$ cat src/rtl/if_id_queue_pkg.sv
// Shared constants for the IF/ID instruction queue: default depth and the
// bubble encoding that decode treats as a NOP.
package if_id_queue_pkg;

  localparam int          IF_ID_QUEUE_DEPTH = 4;
  localparam logic [31:0] ZERO_WORD         = 32'h0000_0000;
  localparam logic [31:0] BUBBLE_INST       = ZERO_WORD;

endpackage

$ cat src/rtl/if_id_queue_mem.sv
// Register array for the IF/ID queue: one synchronous write port and one
// asynchronous read port. No reset; occupancy is tracked by the controller.
module if_id_queue_mem #(
  parameter int DATA_WIDTH = 64,
  parameter int DEPTH      = 4,
  parameter int PTR_WIDTH  = $clog2(DEPTH)
) (
  input  logic                  clk,
  input  logic                  we,
  input  logic [PTR_WIDTH-1:0]  wr_addr,
  input  logic [DATA_WIDTH-1:0] wr_data,
  input  logic [PTR_WIDTH-1:0]  rd_addr,
  output logic [DATA_WIDTH-1:0] rd_data
);

  logic [DATA_WIDTH-1:0] mem [DEPTH];

  always_ff @(posedge clk) begin
    if (we) mem[wr_addr] <= wr_data;
  end

  assign rd_data = mem[rd_addr];

endmodule

$ cat src/rtl/if_id_queue.sv
// DEPTH-entry IF/ID instruction queue with valid/ready on both sides, flush,
// and zero bubbles when empty. Define IF_ID_QUEUE_BYPASS_EN for zero-latency
// pass-through while the queue is empty.
module if_id_queue
  import if_id_queue_pkg::*;
#(
  parameter int ADDR_WIDTH = 32,
  parameter int INST_WIDTH = 32,
  parameter int DEPTH      = IF_ID_QUEUE_DEPTH
) (
  input  logic                       clk,
  input  logic                       rst,
  input  logic                       flush_in,
  input  logic                       in_valid,
  output logic                       in_ready,
  input  logic [ADDR_WIDTH-1:0]      pc_in,
  input  logic [INST_WIDTH-1:0]      inst_in,
  output logic                       out_valid,
  input  logic                       out_ready,
  output logic [ADDR_WIDTH-1:0]      pc_out,
  output logic [INST_WIDTH-1:0]      inst_out,
  output logic [$clog2(DEPTH+1)-1:0] count_out
);

  localparam int PTR_WIDTH  = $clog2(DEPTH);
  localparam int CNT_WIDTH  = $clog2(DEPTH + 1);
  localparam int DATA_WIDTH = ADDR_WIDTH + INST_WIDTH;

  logic [PTR_WIDTH-1:0]  wr_ptr, rd_ptr;
  logic [CNT_WIDTH-1:0]  count;
  logic [DATA_WIDTH-1:0] head_data;
  logic                  empty;
  logic                  bypass_active;
  logic                  push, q_push, q_pop;

  assign empty    = (count == '0);
  assign in_ready = (count < CNT_WIDTH'(DEPTH)) && !flush_in;
  assign push     = in_valid && in_ready;

`ifdef IF_ID_QUEUE_BYPASS_EN
  assign bypass_active = empty && in_valid && !flush_in;
`else
  assign bypass_active = 1'b0;
`endif

  // A bypassed pair that ID takes immediately never occupies a slot.
  assign q_push = push && !(bypass_active && out_ready);
  assign q_pop  = !empty && out_ready;

  assign out_valid = !empty || bypass_active;
  assign count_out = count;

  always_comb begin
    pc_out   = '0;
    inst_out = INST_WIDTH'(BUBBLE_INST);
    if (bypass_active) begin
      pc_out   = pc_in;
      inst_out = inst_in;
    end else if (!empty) begin
      pc_out   = head_data[DATA_WIDTH-1:INST_WIDTH];
      inst_out = head_data[INST_WIDTH-1:0];
    end
  end

  // Pointers wrap naturally because DEPTH is a power of two.
  always_ff @(posedge clk) begin
    if (rst || flush_in) begin
      wr_ptr <= '0;
      rd_ptr <= '0;
      count  <= '0;
    end else begin
      if (q_push) wr_ptr <= wr_ptr + 1'b1;
      if (q_pop)  rd_ptr <= rd_ptr + 1'b1;
      count <= count + CNT_WIDTH'(q_push) - CNT_WIDTH'(q_pop);
    end
  end

  if_id_queue_mem #(
    .DATA_WIDTH(DATA_WIDTH),
    .DEPTH     (DEPTH),
    .PTR_WIDTH (PTR_WIDTH)
  ) u_mem (
    .clk    (clk),
    .we     (q_push && !rst),
    .wr_addr(wr_ptr),
    .wr_data({pc_in, inst_in}),
    .rd_addr(rd_ptr),
    .rd_data(head_data)
  );

endmodule

$ cat config.mk
export PLATFORM = sky130hd
export DESIGN_NAME = if_id_queue
export DESIGN_NICKNAME = d
export VERILOG_FILES = /design/src/rtl/if_id_queue_pkg.sv /design/src/rtl/if_id_queue_mem.sv /design/src/rtl/if_id_queue.sv
export SDC_FILE = /design/constraint.sdc
export NUM_CORES = 1
export LEC_CHECK = 0
export CORE_MARGIN = 4
export CORE_UTILIZATION = 55
export CTS_CLUSTER_DIAMETER = 30
export DETAILED_ROUTE_END_ITERATION = 12
export PLACE_DENSITY = 0.8
export SYNTH_ARGS = -nofsm -noshare
export SYNTH_HDL_FRONTEND = slang
export SYNTH_SLANG_ARGS = --single-unit
$ cat constraint.sdc
create_clock -name clk -period 5 [get_ports clk]
set_input_delay 1.5 -clock clk [delete_from_list [all_inputs] [get_ports clk]]
set_output_delay 1.5 -clock clk [all_outputs]
set_load 0.005 [all_outputs]
==> results.txt <==
Die Width = 144 um
r2r setup slk = 2.62 ns
crit path max fanout = 23
Worst setup SP type = register
Flop pwr share = 0.443
fin crit period = 4.31 ns
gr ovfl total = 0
Gate Count Post-Synth = 456
initial antenna violation count = 1
number of DRC markers in iteration 0 = 321
Max Cap Violations = 0
LEAKAGE = 4.27 nW
Worst Path Arrival = 2.81 ns
pwr dens = 424 nW/um^2
reg2reg end = u_mem.mem[1][26]
Fmax achieved = 232 MHz
Final Cell Area = 13,200 um^2
Setup violations, final = 0
largest net degree at the start of global routing = 66
clock tree sinks = 265
num rows = 49
antenna cells = 0
Largest stage delay, worst path = 0.64 ns
die area = 20,800 um^2
I/O Buffers = 137
post-CTS setup buffer count = 0
P_int = 4.45 mW
CP top delay family = buffers and inverters
sw frac = 0.205
TritonCTS clock tree = built
CTS H-tree depth = 2
setup tns final = 0 ns
critical-path cell list = buf_4, mux4_2, and2_1, clkdlybuf4s50_1
vias in the first global route = 5,448
Post-CTS Resized = 0
core area = 18,100 um^2
Hold Crit Class = reg -> reg
Synth Register Bits = 265
CTS max path bufs = 3
unrepaired setup endpoints after global routing = false
first-pass GRT wire length = 30.2 mm
Post-synth EDFFs = 256
Crit-path slowest cell = dfxtp_4
cts hold-fix bufs = 0
Slew headroom = 0.266
Critical Path End = pc_out[21]
Tcrit/Tclk final = 0.862
worst slew pin tran = 1.10 ns
proportion of power drawn by the clock network = 0.501
final hold violations = 0
I/O pins = 138
Synth Net Count = 532
Final Max Tran Viols = 0
Post-Syn Area = 10,200 um^2
Critical path buffers and inverters = 2
top-area cell type share of the netlist area = 0.753
DRC viols = 0
mean area per synthesized cell = 22.4 um^2
RR Startpoint = count_out[2]
nets@finish = 696
antenna-violating nets left = 0
Yosys cell types = 23
Layout Area Growth over Synthesis = 29.2%
Final HPWL DP = 11.0 mm
Initial Util = 0.564
Clock transition at path regs = 0.05 ns
worst clock skew = 0.0213 ns
WP depth = 4
crit end category = output port
DRT Wirelength = 19.5 mm
WL per Instance = 22.1 um
Post-DP Area = 11,800 um^2
Die H = 144 um
Synth area leader = edfxtp_1
asr flop ratio synth = 0
share of layout cells above drive strength 1 = 0.223
worst-case reg-to-reg path depth = 4
via count = 4,973
Comb pwr share = 0.056
outcome = completed
gr usage total = 0.192
CTS Buf Count = 41
root buffer cell = clkbuf_16
top_reg_cell synth = edfxtp_1
maximum VDD drop = 0.302 mV
ranking of synthesized cells by area = edfxtp_1 75%, mux4_2 13%, and2_1 4.2%
CP required = 3.50 ns
vias per inst = 5.65
critical setup path kind = reg -> out
commonest non-fill, non-tap cell in the layout = edfxtp_1
worst-skew pair later-pin latency = 0.52 ns
register area share after synthesis = 0.771
Yosys Warn Count = 0
NetSw = 1.14 mW
GPL Wtd Cong = 0.775
most frequent cells in the layout = 256 x edfxtp_1, 137 x clkdlybuf4s50_1, 64 x and2_1, 60 x mux4_2, 41 x clkbuf_16
first-pass iteration count of the detailed router = 4
==> power by group through the flow <==
| stage | Sequential [mW] | Clock [mW] | Combinational (mW) |
|---|---|---|---|
| after global placement | 2.52 | 0 | 0.308 |
| after CTS | 2.48 | 2.84 | 0.321 |
| final | 2.48 | 2.80 | 0.315 |
| after global routing | 2.48 | 2.96 | 0.340 |
| after detailed placement | 2.52 | 0 | 0.318 |
| after floorplan | 2.52 | 0 | 0.126 |
==> registers in the layout, indices dropped and copies added, names as in the netlist, named ones only <==
name       cells
count_out      3
rd_ptr         2
u_mem.mem    256
wr_ptr         2
==> cells in the mapped netlist (2+ instances only) <==
library cell	n
edfxtp_1	256
and2_1	68
mux4_2	60
nor2_1	10
dfxtp_1	9
inv_1	8
clkbuf_1	7
buf_12	6
buf_2	6
ha_1	6
mux4_1	4
xnor2_1	3
clkbuf_2	2
xor2_1	2
==> worst reg2reg max path, stage by stage, from the launching register on <==
cell	delay, ns
dfxtp_1	0.38
or3b_2	0.49
nor2_1	0.30
and2_4	0.57
buf_12	0.33
==> worst min-delay path by stage <==
stage / slack [ns] / endpoint / startpoint / cells after the start
4_1_cts: 0.53 / rd_ptr[1] / rd_ptr[1] / 2
2_1_floorplan: 0.48 / register / rd_ptr[1] / 2
6_report: 0.53 / rd_ptr[1] / rd_ptr[1] / 2
3_5_place_dp: 0.51 / register / rd_ptr[1] / 2
5_1_grt: 0.58 / rd_ptr[1] / rd_ptr[1] / 2
3_3_place_gp: 0.51 / register / rd_ptr[1] / 2
==> metrics by stage <==
stage / util / instances / power, mW / worst slack (ns) / hold slack [ns]
after floorplan: - / 456 / 2.64 / 0.911 / 0.485
after global placement: 0.652 / 806 / 2.83 / 0.935 / 0.507
after detailed placement: 0.652 / 806 / 2.84 / 0.943 / 0.508
after CTS: 0.729 / 880 / 5.64 / 0.611 / 0.530
after global routing: 0.729 / 880 / 5.78 / 0.509 / 0.578
final: 0.729 / 880 / 5.59 / 0.691 / 0.531
==> routing by layer <==
metal | routed length [um] | track usage
met5 | 16 | 0
met4 | 493 | 0.0702
met3 | 1090 | 0.0394
met2 | 9930 | 0.314
met1 | 7930 | 0.262
==> kinds of logic (layout without fill, tap and decap cells) <==
family                     count (synthesis)  count (layout)  share of synthesized area
muxes                                     65              65                      0.144
xor gates and xnor gates                   5               5                    0.00429
AOI/OAI and AO/OA                          2               2                    0.00159
DFF                                      265             265                      0.771
and+or+nand+nor                           82              82                     0.0481
adders and majority gates                  7               7                    0.00932
buffers and inverters                     30             225                     0.0223
==> area by class of cell <==
type	count	area [um^2]
sequential	265	7880
multi-input combinational	161	2120
inverter	8	30.0
tap	229	287
clock inverter	30	345
clock buffer	44	1050
fill	999	4900
timing repair buffer	143	1480
Power figures use the tool's default switching activity.
